**src/rtl/hamming_pkg.sv**
```systemverilog
// hamming_pkg: shared widths, codeword layout and encoder state type for the Hamming(12,8) stripe path
package hamming_pkg;
  localparam int DATA_W = 8;
  localparam int CODE_W = 12;
  localparam int ADDR_W = 8;
  localparam int SYND_W = 4;
  localparam int P1_POS = 0;
  localparam int P2_POS = 1;
  localparam int P4_POS = 3;
  localparam int P8_POS = 7;
  typedef enum logic {S_DATA, S_PARITY} enc_state_t;
endpackage

```
**src/rtl/hamming_enc12.sv**
```systemverilog
// hamming_enc12: combinational 8->12 Hamming encoder, data at non-power-of-two positions
module hamming_enc12
  import hamming_pkg::*;
(
  input  logic [DATA_W-1:0] d,
  output logic [CODE_W-1:0] c
);
  logic p1, p2, p4, p8;
  assign p1 = d[0] ^ d[1] ^ d[3] ^ d[4] ^ d[6];
  assign p2 = d[0] ^ d[2] ^ d[3] ^ d[5] ^ d[6];
  assign p4 = d[1] ^ d[2] ^ d[3] ^ d[7];
  assign p8 = d[4] ^ d[5] ^ d[6] ^ d[7];
  // parity bits land at P1_POS/P2_POS/P4_POS/P8_POS
  assign c = {d[7:4], p8, d[3:1], p4, d[0], p2, p1};
endmodule

```
**src/rtl/hamming_stripe_encoder.sv**
```systemverilog
// hamming_stripe_encoder: encodes data words and inserts an XOR parity codeword after each stripe
module hamming_stripe_encoder
  import hamming_pkg::*;
#(
  parameter int STRIPE_LEN = 4,
  parameter int CNT_W = 8
) (
  input  logic              clk,
  input  logic              reset,
  input  logic              in_valid,
  output logic              in_ready,
  input  logic [DATA_W-1:0] data_in,
  input  logic [ADDR_W-1:0] address_in,
  input  logic              flush,
  output logic              out_valid,
  input  logic              out_ready,
  output logic [CODE_W-1:0] enc_data,
  output logic [ADDR_W-1:0] address_out,
  output logic              out_is_parity,
  output logic [CNT_W-1:0]  stripe_idx
);
  enc_state_t        state;
  logic [DATA_W-1:0] acc;
  logic [ADDR_W-1:0] last_addr;
  logic [CODE_W-1:0] enc_d, enc_p;
  logic [CNT_W-1:0]  idx_nxt;
  logic              slot_free, accept, emit_par;
  hamming_enc12 u_enc_data (.d(data_in), .c(enc_d));
  hamming_enc12 u_enc_par  (.d(acc),     .c(enc_p));
  assign slot_free = !out_valid || out_ready;
  assign in_ready  = (state == S_DATA) && slot_free;
  assign accept    = in_valid && in_ready;
  assign emit_par  = (state == S_PARITY) && slot_free;
  assign idx_nxt   = stripe_idx + 1'b1;
  // output register, stripe accumulator and data/parity sequencing
  always_ff @(posedge clk or posedge reset) begin
    if (reset) begin
      state         <= S_DATA;
      acc           <= '0;
      last_addr     <= '0;
      stripe_idx    <= '0;
      out_valid     <= 1'b0;
      enc_data      <= '0;
      address_out   <= '0;
      out_is_parity <= 1'b0;
    end else if (accept) begin
      out_valid     <= 1'b1;
      enc_data      <= enc_d;
      address_out   <= address_in;
      out_is_parity <= 1'b0;
      acc           <= acc ^ data_in;
      stripe_idx    <= idx_nxt;
      last_addr     <= address_in;
      if (idx_nxt == CNT_W'(STRIPE_LEN) || flush) state <= S_PARITY;
    end else if (emit_par) begin
      out_valid     <= 1'b1;
      enc_data      <= enc_p;
      address_out   <= last_addr;
      out_is_parity <= 1'b1;
      acc           <= '0;
      stripe_idx    <= '0;
      state         <= S_DATA;
    end else begin
      if (slot_free) out_valid <= 1'b0;
      if (state == S_DATA && flush && stripe_idx != '0) state <= S_PARITY;
    end
  end
endmodule

```
**config.mk**
```make
export PLATFORM = sky130hd
export DESIGN_NAME = hamming_stripe_encoder
export DESIGN_NICKNAME = d
export VERILOG_FILES = /design/src/rtl/hamming_pkg.sv /design/src/rtl/hamming_enc12.sv /design/src/rtl/hamming_stripe_encoder.sv
export SDC_FILE = /design/constraint.sdc
export NUM_CORES = 1
export LEC_CHECK = 0
export CORE_MARGIN = 2
export CORE_UTILIZATION = 40
export CTS_CLUSTER_DIAMETER = 50
export CTS_CLUSTER_SIZE = 16
export DETAILED_ROUTE_END_ITERATION = 7
export GPL_TIMING_DRIVEN = 1
export PLACE_DENSITY = 0.76
export SLEW_MARGIN = 20
export SYNTH_ARGS = -nofsm -noshare
export SYNTH_HDL_FRONTEND = slang
export SYNTH_SLANG_ARGS = --single-unit
```
**constraint.sdc**
```tcl
create_clock -name clk -period 1.6 [get_ports clk]
set_clock_uncertainty 0.15 [all_clocks]
set_input_delay 0.32 -clock clk [delete_from_list [all_inputs] [get_ports clk]]
set_output_delay 0.32 -clock clk [all_outputs]
set_load 0.05 [all_outputs]
```
Word level (Yosys, flattened, before mapping)
Index checks and enable logic that the tools add are counted.
{"block": "op_classes", "bitwise": 30, "muxes": 16, "addsub": 1, "n_eq_ne": 2, "n_reduce_logical": 13}
{"operator": "$mux W8", "n": 5}
{"operator": "$xor A1 B1 Y1", "n": 28}
{"operator": "$mux W12", "n": 2}
{"operator": "$mux W1", "n": 9}
{"operator": "$add A8 B1 Y8 const B", "n": 1}
{"operator": "$eq A8 B3 Y1 const B", "n": 1}
{"operator": "$reduce_bool A8 Y1", "n": 1}
{"operator": "$xor A8 B8 Y8", "n": 1}
{"operator": "$reduce_bool A3 Y1", "n": 2}
{"operator": "$logic_and A1 B1 Y1", "n": 5}
{"operator": "$logic_or A1 B1 Y1", "n": 2}
{"operator": "$ne A2 B1 Y1 const B", "n": 1}
{"operator": "$reduce_and A2 Y1", "n": 1}
{"operator": "$reduce_bool A2 Y1", "n": 1}
{"operator": "$logic_not A1 Y1", "n": 1}
{"operator": "$not A1 Y1", "n": 1}
{"block": "word_totals", "in_bits": 21, "ff_bits": 47, "output_inout_bits": 31}

Longest topological paths before layout
Gate-level depths: netlist of the first run.
{"block": "logic_depth", "word_depth": 6, "ltp_mapped": 7}

Hierarchy
A second synthesis of the first run with hierarchy kept.
{"block": "hier_totals", "cells_unflattened": 248, "area_unflattened_um2": 2641.3}
{"mod": "hamming_stripe_encoder", "area_per_inst_um2": 2213.4, "n_inst": 1, "cells_each": 204, "seq_area_each_um2": 1176.1}
{"mod": "hamming_enc12", "area_per_inst_um2": 214.0, "n_inst": 2, "cells_each": 22, "seq_area_each_um2": 0.0}

Worst setup path after synthesis of the first run
OpenSTA, ideal clock, no wires.
{"block": "synth_path", "kind": "reg-to-reg", "start": "register stripe_idx[0]", "end": "register state", "arrival_ns": 1.642, "path_stages_with_launch": 7, "required_ns": 1.321, "period_less_slack_ns": 1.921, "n_path_buf": 0, "setup_time_ns": 0.129, "path_slack_ns": -0.321, "cell_sequence": "dfrtp_1 > ha_1 > nand3_1 > xor2_1 > and2_1 > nand4_1 > o21ai_1"}
{"block": "synth_via", "elab_chain_len": 5, "elab_cells_between_ends": 8, "classes_between": "add/sub: 1; eq/ne: 2; reduce/logical: 5"}
{"item": "start, declared", "line": "hamming_stripe_encoder.sv:20", "text": "output logic [CNT_W-1:0] stripe_idx"}
{"item": "start signal, assigned", "line": "hamming_stripe_encoder.sv:52", "text": "stripe_idx <= idx_nxt;"}
{"item": "$add A8 B1 Y8", "line": "hamming_stripe_encoder.sv:34", "text": "assign idx_nxt = stripe_idx + 1'b1;"}
{"item": "$eq A8 B3 Y1", "line": "hamming_stripe_encoder.sv:54", "text": "if (idx_nxt == CNT_W'(STRIPE_LEN) || flush) state <= S_PARITY;"}
{"item": "$logic_or A1 B1 Y1", "line": "hamming_stripe_encoder.sv:54"}
{"item": "$ne A2 B1 Y1 (no source line)"}
{"item": "$reduce_and A2 Y1 (no source line) (*)"}
{"item": "end signal, assigned", "line": "hamming_stripe_encoder.sv:54"}
{"item": "end signal, assigned", "line": "hamming_stripe_encoder.sv:62", "text": "state <= S_DATA;"}
{"item": "end signal, assigned", "line": "hamming_stripe_encoder.sv:65", "text": "if (state == S_DATA && flush && stripe_idx != '0) state <= S_PARITY;"}
{"item": "end, declared", "line": "hamming_stripe_encoder.sv:22", "text": "enc_state_t state;"}
Mark *: on every way between the ends. The rest lies on a longest branch, timed or not.
A chain may end at the register's enable or synchronous reset.

Worst setup path after layout of the first run
{"block": "layout_path", "start": "register out_valid", "end": "register stripe_idx[7]"}
{"block": "layout_via", "elab_chain_len": 5, "elab_cells_between_ends": 7, "classes_between": "mux: 1; reduce/logical: 6"}
{"item": "start, declared", "line": "hamming_stripe_encoder.sv:15", "text": "output logic out_valid,"}
{"item": "start signal, assigned", "line": "hamming_stripe_encoder.sv:42", "text": "out_valid <= 1'b0;"}
{"item": "start signal, assigned", "line": "hamming_stripe_encoder.sv:47", "text": "out_valid <= 1'b1;"}
{"item": "start signal, assigned", "line": "hamming_stripe_encoder.sv:56", "text": "out_valid <= 1'b1;"}
{"item": "$logic_not A1 Y1 (*)", "line": "hamming_stripe_encoder.sv:30", "text": "assign slot_free = !out_valid || out_ready;"}
{"item": "$logic_or A1 B1 Y1 (*)", "line": "hamming_stripe_encoder.sv:30"}
{"item": "$logic_and A1 B1 Y1", "line": "hamming_stripe_encoder.sv:31", "text": "assign in_ready = (state == S_DATA) && slot_free;"}
{"item": "$logic_and A1 B1 Y1", "line": "hamming_stripe_encoder.sv:32", "text": "assign accept = in_valid && in_ready;"}
{"item": "$mux W8 or $reduce_bool A2 Y1 (tied branches)"}
Marked as above.

==> results of run 1 <==
flip-flops by register name, indices dropped and copies added, names as in the netlist:
| name | flops |
|---|---|
| acc | 8 |
| address_out | 8 |
| enc_data | 12 |
| last_addr | 8 |
| out_is_parity | 1 |
| out_valid | 1 |
| state | 1 |
| stripe_idx | 8 |
area by class of cell:
| cell class | count | area, um^2 |
|---|---|---|
| clock buffer | 5 | 68.8 |
| tap | 72 | 90.1 |
| sequential | 47 | 1180 |
| clock inverter | 3 | 47.5 |
| inverter | 5 | 22.5 |
| multi-input combinational | 179 | 1220 |
| timing repair buffer | 94 | 1240 |
| fill | 375 | 1600 |
worst paths after layout:
kind                                   start  slack, ns  depth (start not counted)       endpoint
max in group asynchronous              reset       0.72                          3  stripe_idx[2]
worst max register to register     out_valid      -0.05                          7  stripe_idx[7]
worst min-delay path                   reset       0.18                          2    enc_data[9]
worst min register to register  last_addr[1]       0.36                          1   last_addr[1]
worst max-delay path               out_valid      -0.05                          7  stripe_idx[7]
min in group clk                    in_valid       0.24                          2      out_valid
cell usage in the layout, fill, tap and decap left out, types with 3 or more instances in the layout:
master and n:
xnor2_1 22, nor2_1 26, nand3_1 17, a21oi_1 3, dfrtp_2 7, nor2_4 3
o21ai_1 6, buf_12 34, nor2_2 6, inv_1 4, buf_4 31, mux2_2 7
buf_6 6, nand3_2 4, o31ai_1 3, nand2_1 25, clkbuf_8 5, dlymetal6s2s_1 5
dlygate4sd2_1 3, dfrtp_1 40, o21ai_0 14, clkdlybuf4s50_1 12, nand2_2 12
routing by layer:
metal	part of all wire (%)	global-route usage, %	vias up
met5	0	0	-
li1	-	-	980
met4	1.3	5.69	0
met2	54	34.8	60
met1	40	23.5	1025
met3	4.5	4.09	10
worst register-to-register path, delay by kind of cell, from the launching register on:
family / cells / cell delay (ns)
buffers and inverters: 2 / 0.28
flip-flops: 1 / 0.43
AO/OA/AOI/OAI: 2 / 0.29
AND/OR/NAND/NOR: 3 / 0.39
logic make-up (layout without fill, tap and decap cells):
| kind of cell | Yosys count | in the layout | synth area share, % |
|---|---|---|---|
| simple gates | 107 | 107 | 20.3 |
| flops | 47 | 47 | 52.1 |
| compound gates | 33 | 33 | 8.43 |
| xor+xnor | 28 | 28 | 10.9 |
| buf+inv | 13 | 107 | 2.61 |
| mux | 8 | 8 | 3.99 |
| fa+ha+maj | 3 | 3 | 1.66 |
per-stage QoR:
| stage | hold WS, ns | setup WS [ns] | util [%] | instance area (um^2) |
|---|---|---|---|---|
| CTS | 0.186 | -0.0331 | 67.3 | 3680 |
| finish | 0.182 | -0.0470 | 70.9 | 3880 |
| detailed placement | 0.333 | -0.432 | 63.6 | 3480 |
| floorplan | 0.193 | -0.0818 | - | 2300 |
| global placement | 0.328 | -0.395 | 63.6 | 3480 |
| global route | 0.199 | -0.129 | 70.9 | 3880 |
power groups by stage:
stage	clock network, uW	registers, uW	logic, uW
after floorplan	0	3000	1490
after global placement	0	2190	4250
after detailed placement	0	2230	4350
after CTS	913	2200	4470
after global routing	964	2270	5080
final	903	2220	4750
timing repair:
item / 4_1_cts / 5_1_grt
buffers inserted: 3 / 2
resized for setup: 20 / 49
pin swaps: 5 / 13
endpoints found under the setup margin: 35 / 23
gates cloned: 0 / 1
==> metrics.log, run 1 <==
INFO  metric outcome = finished, violations left
INFO  metric failed_checks = negative setup slack
INFO  metric grt_setup_unrepaired = yes
INFO  metric path_max_fanout = 8
INFO  metric fp.dieH = between 70 and 80 um
INFO  metric synth_top_area_share = a little over half
INFO  metric antenna_nets_post_route = 0
INFO  metric synth.yosys.seq_area_share = between 50% and 60%
INFO  metric p_sw = between 3000 and 4000 uW
INFO  metric fin_nets = 356
INFO  metric number_of_antenna_violations_at_the_first_check_in_global_routing = 0
INFO  metric dp.cells = between 300 and 400
INFO  metric cts-buffers-inserted = 5
INFO  metric cp_arrival = 1.68 ns
INFO  metric slew-limit-headroom = between 70% and 80%
INFO  metric detailroute.via_count = approximately 2,100
INFO  metric number_of_design_rule_violations_left_by_the_first_detailed_router_iteration = 101
INFO  metric clockBufferDepth = 2
INFO  metric initial_utilization = about 41%
INFO  metric antenna-diode-count = 0
INFO  metric path_delay_family = flip-flops
INFO  metric power.share.sequential = 28.2%
INFO  metric count_of_unique_library_cells_instantiated_by_yosys = 28
INFO  metric end_kind = flip-flop
INFO  metric post_synth_inst_count = roughly 240
INFO  metric post_synth_net_total = between 200 and 300
INFO  metric firstDrtPassIters = 4
INFO  metric grt_start_max_net_pins = 19
INFO  metric synth.top_cells.by_count = 47 x dfrtp_1, 38 x nand2_1, 35 x nor2_1, 24 x xnor2_1, 22 x nand3_1
INFO  metric worst-slew-pin-transition = about 0.34 ns
INFO  metric hold_viol_final = 0
INFO  metric power_per_cell_area = 2030 nW/um^2
INFO  metric synth_flop_cell = dfrtp_1
INFO  metric cell_internal_pwr = ~4500 uW
INFO  metric groute.usage.overall = roughly a fifth
INFO  metric synth.ff_latch_count = between 40 and 50
INFO  metric die_footprint = ~6300 um^2
INFO  metric leakage_power_total = roughly 0.0017 uW
INFO  metric synth_top_area_cell = dfrtp_1
INFO  metric finalSetupTns = -0.176 ns
INFO  metric ir_worst_vdd = roughly 1.4 mV
INFO  metric number_of_global_route_vias_before_repair = 2,094
INFO  metric path_clk_slew = ~0.1 ns
INFO  metric synth-edff-count = 0
INFO  metric fmaxAchievable = 607 MHz
INFO  metric grt_pass1_wl = 9530 um
INFO  metric critPathMaxStageDelay = between 0.4 and 0.5 ns
INFO  metric min-delay-path-class = input pin to asynchronous set/reset pin
INFO  metric pin_count = 52
INFO  metric switching_share = 42.3%
INFO  metric flow.area_growth_from_synthesis = 71.9%
INFO  metric setup_ws = -0.0470 ns
INFO  metric layout_min_cycle_time = between 1.5 and 2 ns
INFO  metric timing.setup.critical_path_class = flip-flop to flip-flop
INFO  metric drive_gt1_share = 41.7%
INFO  metric cts_tree = done
INFO  metric setup-violations-final = 6
INFO  metric comb_power_share = around three fifths
INFO  metric synth_async_sr_flop_share = 100%
INFO  metric routabilityCongestion = 0.862
INFO  metric report.power.total = slightly below 8000 uW
INFO  metric drv_cap = 0
INFO  metric core_region_area = 5470 um^2
INFO  metric ys_top_cells_by_area = dfrtp_1 52%, xnor2_1 9.3%, nand2_1 6.3%
INFO  metric post_drt_via_cell_ratio = just over 5
INFO  metric htreeDepth = 2
INFO  metric share_of_the_clock_period_used_by_the_worst_path = 103%
INFO  metric synthMostInstantiatedCell = dfrtp_1
INFO  metric avgSynthCellArea = about 9.4 um^2
INFO  metric io_buffers = 51
INFO  metric routedWlPerCell = between 15 and 20 um
INFO  metric route.final.wire_length = about 6200 um
INFO  metric globalRouteOverflowTotal = 0
INFO  metric worst-path-buf-inv = 2
INFO  metric worst_skew_late_latency = approximately 0.3 ns
INFO  metric final_max_slew_viol_count = 0
INFO  metric placement_row_count = 27
INFO  metric post_layout_nonfiller_instances = about 400
INFO  metric clock_power_share = 11.5%
INFO  metric cts_hold_buffers = 0
INFO  metric drc = 0
INFO  metric clock_sinks = 47
INFO  metric crit_slowest_cell = dfrtp_2
INFO  metric detailed_place_hpwl = 4130 um
INFO  metric worst_ep_required_time = approximately 1.6 ns
INFO  metric ys_warns = 0
INFO  metric synth.cell_area = between 2000 and 2500 um^2
INFO  metric fp.dieW = about 79 um
INFO  metric crit_chain = buf_6 > nand2b_4 > and3_4 > nor2_4 > buf_6 > o21ai_1 > o21ai_1
INFO  metric critical_path.startpoint_type = flip-flop
INFO  metric clockRootBuffer = clkbuf_8
No activity file was read; power rests on OpenSTA's default activity.
==> run 2: changes to the inputs <==
- TNS_END_PERCENT: default -> 5
==> metrics.log, run 2 (synthesis gave the netlist of run 1 again) <==
INFO  metric core_region_area = 5470 um^2 (unchanged)
INFO  metric outcome = complete, no violations
INFO  metric grt_setup_unrepaired = yes
INFO  metric r2r_start = out_valid
INFO  metric seqCellArea = 1180 um^2 (unchanged)
INFO  metric hold_viol_final = 0 (unchanged)
INFO  metric crit_slowest_cell = dfrtp_2
INFO  metric cts-buffers-inserted = 5 (unchanged)
INFO  metric comb_power_share = 58.6% (-1.8 points)
INFO  metric hold_slack = 0.126 ns (-0.0558 ns)
INFO  metric clock_sinks = 47 (unchanged)
INFO  metric crit_chain = buf_6 > nand2b_4 > and3_4 > nor2_2 > buf_6 > a221o_1
INFO  metric slew-limit-headroom = 83.1% (+6.1 points)
INFO  metric multiInputGateArea = 1130 um^2 (-7.6%)
INFO  metric power_per_cell_area = 2080 nW/um^2 (+2.4%)
INFO  metric timing.setup.critical_path_class = flip-flop to flip-flop
INFO  metric number_of_antenna_violations_at_the_first_check_in_global_routing = 0 (unchanged)
INFO  metric post_layout_nonfiller_instances = 404 (-0.25%)
INFO  metric fmaxAchievable = 632 MHz (+4.0%)
INFO  metric cp_arrival = 1.62 ns (-0.06 ns)
INFO  metric final_max_slew_viol_count = 0 (unchanged)
INFO  metric globalRouteOverflowTotal = 0 (unchanged)
INFO  metric drv_cap = 0 (unchanged)
INFO  metric post_route_design_area = 3760 um^2 (-2.9%)
INFO  metric critPathMaxStageDelay = 0.42 ns (about the same)
INFO  metric io_buffers = 51 (unchanged)
INFO  metric pin_count = 52 (unchanged)
INFO  metric detailroute.via_count = 2,039 (-1.7%)
INFO  metric drc = 0 (unchanged)
INFO  metric leakage_power_total = 0.00170 uW (-2.3%)
INFO  metric post_drt_via_cell_ratio = 5.05 (-1.5%)
INFO  metric number_of_flip_flops_under_the_largest_register_name = 12 (unchanged)
INFO  metric path_clk_slew = 0.09 ns (about the same)
INFO  metric clockRootBuffer = clkbuf_8
INFO  metric path_delay_family = flip-flops
INFO  metric routedWlPerCell = 14.2 um (-7.0%)
INFO  metric share_of_the_clock_period_used_by_the_worst_path = 99.0% (-4.0 points)
INFO  metric number_of_global_route_vias_before_repair = 2,049 (-2.1%)
INFO  metric antenna-diode-count = 0 (unchanged)
INFO  metric fp.dieW = 79.1 um (unchanged)
INFO  metric routabilityCongestion = 0.865 (+0.31%)
INFO  metric firstDrtPassIters = 4 (unchanged)
INFO  metric power.share.sequential = 28.2% (about the same)
INFO  metric grt_start_max_net_pins = 42 (+23)
INFO  metric htreeDepth = 2 (unchanged)
INFO  metric fp.dieH = 79.1 um (unchanged)
INFO  metric end_kind = flip-flop
INFO  metric path_max_fanout = 5 (-3)
INFO  metric worst_ep_required_time = 1.64 ns (about the same)
INFO  metric mostFrequentLayoutCell = dfrtp_1
INFO  metric r2r.worst_path.cells = 6 (-1)
INFO  metric detailed_place_hpwl = 4060 um (-1.7%)
INFO  metric most-common-layout-cells = 40 x dfrtp_1, 37 x nand2_1, 33 x buf_4, 33 x buf_12, 27 x nor2_1
INFO  metric flow.area_growth_from_synthesis = 66.8%
INFO  metric clock_power_share = 13.2% (+1.7 points)
INFO  metric antenna_nets_post_route = 0 (unchanged)
INFO  metric r2r_setup_slack = 0.02 ns (+0.06 ns)
INFO  metric cell_internal_pwr = 4590 uW (+0.96%)
INFO  metric min-delay-path-class = input pin to asynchronous set/reset pin
INFO  metric worst-path-buf-inv = 2 (unchanged)
INFO  metric route.final.wire_length = 5750 um (-7.2%)
INFO  metric nFillCells = 402 (+7.2%)
INFO  metric number_of_design_rule_violations_left_by_the_first_detailed_router_iteration = 145 (+44%)
INFO  metric regToRegEndpoint = enc_data[1]
INFO  metric worst_skew_late_latency = 0.30 ns (about the same)
INFO  metric groute.usage.overall = 19.5% (about the same)
INFO  metric drive_gt1_share = 35.2% (-6.5 points)
INFO  metric grt_pass1_wl = 9430 um (-1.0%)
INFO  metric placement_row_count = 27 (unchanged)
INFO  metric dp.cells = 394 (+0.51%)
INFO  metric die_footprint = 6260 um^2 (unchanged)
INFO  metric switching_share = 41.3% (-0.93 points)
INFO  metric report.power.total = 7820 uW (-0.63%)
INFO  metric critical_path.startpoint_type = flip-flop
INFO  metric ir_worst_vdd = 1.14 mV (-17%)
INFO  metric layout_min_cycle_time = 1.58 ns (-0.0635 ns)
INFO  metric p_sw = 3230 uW (-2.8%)
INFO  metric max_flop_register = enc_data
INFO  metric initial_utilization = 41.2% (unchanged)
INFO  metric cts_tree = done
INFO  metric postPlaceCellArea = 3470 um^2 (-0.29%)
INFO  metric finalSetupTns = 0 ns (+0.176 ns)
INFO  metric worst-slew-pin-transition = 0.252 ns (-0.0915 ns)
INFO  metric setup-violations-final = 0 (-6)
INFO  metric clockBufferDepth = 2 (unchanged)
INFO  metric fin_nets = 355 (-0.28%)
INFO  metric crit_path_frequent_cell = buf_6
run 2: cell types whose count changed in the layout (fill, tap and decap cells not counted), sizes merged:
cell,change
inv,-1
clkbuf,-1
clkinv,-1
dlymetal6s2s,+2
dlygate4sd2,-2
bufinv,+1
clkinvlp,+1
run 2: worst max path at each step:
stage	start	end	slack, ns	cells past startpoint
detailed placement	out_ready	enc_data[0]	-0.43	6
global route	out_valid	address_out[4]	-0.03	7
floorplan	stripe_idx[0]	state	-0.08	6
CTS	data_in[5]	enc_data[1]	-0.10	6
finish	out_valid	enc_data[1]	0.02	6
global placement	data_in[5]	enc_data[1]	-0.38	6
run 2: power by group through the flow:
| stage | sequential, uW | combinational, uW | clock, uW |
|---|---|---|---|
| 3_3_place_gp | 2180 | 4270 | 0 |
| 2_1_floorplan | 3000 | 1460 | 0 |
| 3_5_place_dp | 2220 | 4380 | 0 |
| 6_report | 2210 | 4580 | 1030 |
| 4_1_cts | 2200 | 4480 | 1050 |
| 5_1_grt | 2270 | 4870 | 1100 |
run 2: metrics by stage:
step	utilization, %	worst slack (ns)
6_report	68.8	0.0165
5_1_grt	68.8	-0.0277
3_5_place_dp	63.4	-0.432
2_1_floorplan	-	-0.0818
4_1_cts	66.8	-0.104
3_3_place_gp	63.4	-0.383
run 2: timing repair:
item / in CTS / in global routing
hold buffers: 0 / 0
setup buffers: 2 / 1
endpoints found under the setup margin: 31 / 32
resized for setup: 11 / 28
pin swaps: 4 / 10
run 2: layer usage:
| metal | wire length, um | GRT usage, % |
|---|---|---|
| met1 | 2320 | 23.7 |
| met2 | 3020 | 34.0 |
| met3 | 282 | 3.41 |
| met4 | 127 | 8.28 |
| met5 | 0 | 0 |
run 2: layout make-up:
cell class / count / share of cell area (%)
repair buffers: 93 / 32.0
flip-flops and latches: 47 / 31.5
multi-input cells: 179 / 29.9
well taps: 72 / 2.39
clock buffers: 5 / 1.83
clock inverters: 3 / 1.80
inverters: 5 / 0.598
==> run 3: changes to the inputs <==
- CORE_MARGIN: 2 -> 5
==> metrics.log, run 3 (synthesis gave the netlist of run 1 again) <==
INFO  metric outcome = finished, violations left
INFO  metric failed_checks = negative setup slack
INFO  metric crit_path_frequent_cell = buf_6
INFO  metric worst-slew-pin-transition = 0.298 ns (+0.0458 ns)
INFO  metric number_of_global_route_vias_before_repair = 2,099 (+2.4%)
INFO  metric placement_row_count = 27 (unchanged)
INFO  metric power.share.sequential = 29.1% (+0.9 points)
INFO  metric min_from = data_in[0]
INFO  metric crit_chain = buf_6 > nand2b_4 > and3_4 > nor2_4 > buf_6 > a221o_1
INFO  metric power_per_cell_area = 2030 nW/um^2 (-2.4%)
INFO  metric worst_skew_late_latency = 0.30 ns (about the same)
INFO  metric ir_worst_vdd = 1.13 mV (-0.94%)
INFO  metric max_flop_register = enc_data
INFO  metric die_footprint = 7240 um^2 (+16%)
INFO  metric routedWlPerCell = 15.0 um (+5.6%)
INFO  metric mostFrequentLayoutCell = dfrtp_1
INFO  metric path_max_fanout = 4 (-1)
INFO  metric most-common-layout-cells = 40 x dfrtp_1, 33 x buf_4, 33 x buf_12, 29 x nand2_1, 28 x nor2_1
INFO  metric r2r_setup_slack = -0.02 ns (-0.04 ns)
INFO  metric critical_path.startpoint_type = flip-flop
INFO  metric share_of_the_clock_period_used_by_the_worst_path = 101% (+2.3 points)
INFO  metric worst_ep_required_time = 1.64 ns (about the same)
INFO  metric cp_arrival = 1.66 ns (+0.04 ns)
INFO  metric groute.usage.overall = 17.1% (-2.4 points)
INFO  metric firstDrtPassIters = 4 (unchanged)
INFO  metric timing.setup.critical_path_class = flip-flop to flip-flop
INFO  metric cts_hold_buffers = 0 (unchanged)
INFO  metric whs_endpoint = enc_data[2]
INFO  metric switching_share = 42.4% (+1.1 points)
INFO  metric number_of_design_rule_violations_left_by_the_first_detailed_router_iteration = 88 (-39%)
INFO  metric fp.dieW = 85.1 um (+7.6%)
INFO  metric regToRegEndpoint = enc_data[0]
INFO  metric globalRouteOverflowTotal = 0 (unchanged)
INFO  metric antenna_nets_post_route = 0 (unchanged)
INFO  metric initial_utilization = 41.0% (-0.25 points)
INFO  metric worst_hold_path.num_cells = 3
INFO  metric routabilityCongestion = 0.857 (-0.94%)
INFO  metric min-delay-path-class = input pin to flip-flop
INFO  metric comb_power_share = 60.5% (+1.9 points)
INFO  metric detailroute.via_count = 2,027 (-0.59%)
INFO  metric setup-violations-final = 6 (+6)
INFO  metric route.final.wire_length = 6070 um (+5.6%)
INFO  metric crit_slowest_cell = dfrtp_2
INFO  metric drv_cap = 0 (unchanged)
INFO  metric grt_start_max_net_pins = 48 (+14%)
INFO  metric grt_setup_unrepaired = yes
INFO  metric path_clk_slew = 0.09 ns (about the same)
INFO  metric hold_slack = 0.260 ns (+0.134 ns)
INFO  metric io_buffers = 51 (unchanged)
INFO  metric antenna-diode-count = 0 (unchanged)
INFO  metric fin_nets = 355 (unchanged)
INFO  metric core_region_area = 5510 um^2 (+0.62%)
INFO  metric number_of_antenna_violations_at_the_first_check_in_global_routing = 0 (unchanged)
INFO  metric clock_sinks = 47 (unchanged)
INFO  metric final_max_slew_viol_count = 0 (unchanged)
INFO  metric fmaxAchievable = 617 MHz (-2.3%)
INFO  metric post_layout_nonfiller_instances = 404 (unchanged)
INFO  metric dp.cells = 394 (unchanged)
INFO  metric leakage_power_total = 0.00163 uW (-4.1%)
INFO  metric worst-path-buf-inv = 2 (unchanged)
INFO  metric critPathMaxStageDelay = 0.44 ns (+0.02 ns)
INFO  metric drive_gt1_share = 37.7% (+2.4 points)
INFO  metric flow.area_growth_from_synthesis = 65.3%
INFO  metric hold_viol_final = 0 (unchanged)
INFO  metric setup_ws = -0.0210 ns (-0.0375 ns)
INFO  metric setup.worst_path.start = out_valid
INFO  metric crit_cells = 6 (unchanged)
INFO  metric r2r_start = out_valid
INFO  metric post_drt_via_cell_ratio = 5.02 (-0.59%)
INFO  metric layout_min_cycle_time = 1.62 ns (+0.0375 ns)
INFO  metric htreeDepth = 2 (unchanged)
INFO  metric slew-limit-headroom = 80.1% (-3.1 points)
INFO  metric clockBufferDepth = 2 (unchanged)
INFO  metric end_kind = flip-flop
INFO  metric fp.dieH = 85.1 um (+7.6%)
INFO  metric p_sw = 3210 uW (-0.70%)
INFO  metric pin_count = 52 (unchanged)
INFO  metric path_delay_family = flip-flops
INFO  metric cts-buffers-inserted = 5 (unchanged)
INFO  metric r2r.worst_path.cells = 6 (unchanged)
INFO  metric number_of_flip_flops_under_the_largest_register_name = 12 (unchanged)
INFO  metric drc = 0 (unchanged)
INFO  metric clock_power_share = 10.4% (-2.8 points)
INFO  metric cell_internal_pwr = 4360 uW (-5.0%)
INFO  metric grt_pass1_wl = 10,100 um (+6.6%)
INFO  metric detailed_place_hpwl = 4400 um (+8.4%)
INFO  metric cts_tree = done
INFO  metric clockRootBuffer = clkbuf_8
run 3: cell count changes in the layout (fill, tap and decap cells not counted), moves of 3 or more:
cell / delta
dlygate4sd2_1: +4
dlymetal6s2s_1: -6
nand2_1: -8
nand2_2: +8
xnor2_1: +3
xnor2_2: -3
run 3: layout make-up:
cell class | count | area, um^2
Multi-Input combinational cell | 179 | 1140
Inverter | 5 | 22.5
Timing Repair Buffer | 93 | 1190
Clock inverter | 1 | 7.51
Sequential cell | 47 | 1180
Clock buffer | 7 | 96.3
Tap cell | 72 | 90.1
Fill cell | 409 | 1780
run 3: stage by stage:
stage	setup slack, ns	utilization, %	total power [uW]	TNS [ns]	cell area, um^2
2_1_floorplan	-0.0818	-	4460	-0.753	2270
3_3_place_gp	-0.378	63.0	6480	-12.58	3470
3_5_place_dp	-0.413	63.0	6620	-14.33	3470
4_1_cts	-0.0169	65.7	7460	-0.0169	3620
5_1_grt	-0.0722	67.7	7980	-1.26	3730
6_report	-0.0210	67.7	7570	-0.0791	3730
run 3: repair_timing:
| action | CTS | global route |
|---|---|---|
| endpoints found under the hold margin | 0 | 0 |
| gates resized for setup | 15 | 32 |
| setup endpoints to repair | 28 | 31 |
| buffers inserted | 1 | 2 |
| pin swaps | 5 | 8 |
| gates cloned | 0 | 0 |
run 3: power groups by stage:
stage	combinational [uW]	sequential (uW)	clock, uW
after global routing	4850	2270	861
after detailed placement	4400	2230	0
after CTS	4450	2200	803
after floorplan	1460	3000	0
after global placement	4280	2200	0
final	4570	2200	787
run 3: worst register-to-register path, delay by kind of cell (launching register included):
family,cells,cell delay (ns)
flip-flops,1,0.44
buffers and inverters,2,0.26
AND/OR/NAND/NOR,3,0.36
AO/OA/AOI/OAI,1,0.30
run 3: how the worst max path moves through the flow:
stage	endpoint	slack, ns
global placement	enc_data[1]	-0.38
detailed placement	enc_data[0]	-0.41
global route	enc_data[0]	-0.07
finish	enc_data[0]	-0.02
CTS	in_ready	-0.02
floorplan	state	-0.08
run 3: layer usage:
layer	global-route usage [%]	routed length, um	up-vias	part of all wire, %
met2	30.3	3170	48	52
met4	3.88	31	0	0.51
li1	-	-	974	-
met5	0	0	-	0
met1	21.1	2640	1002	43
met3	3.88	231	3	3.8
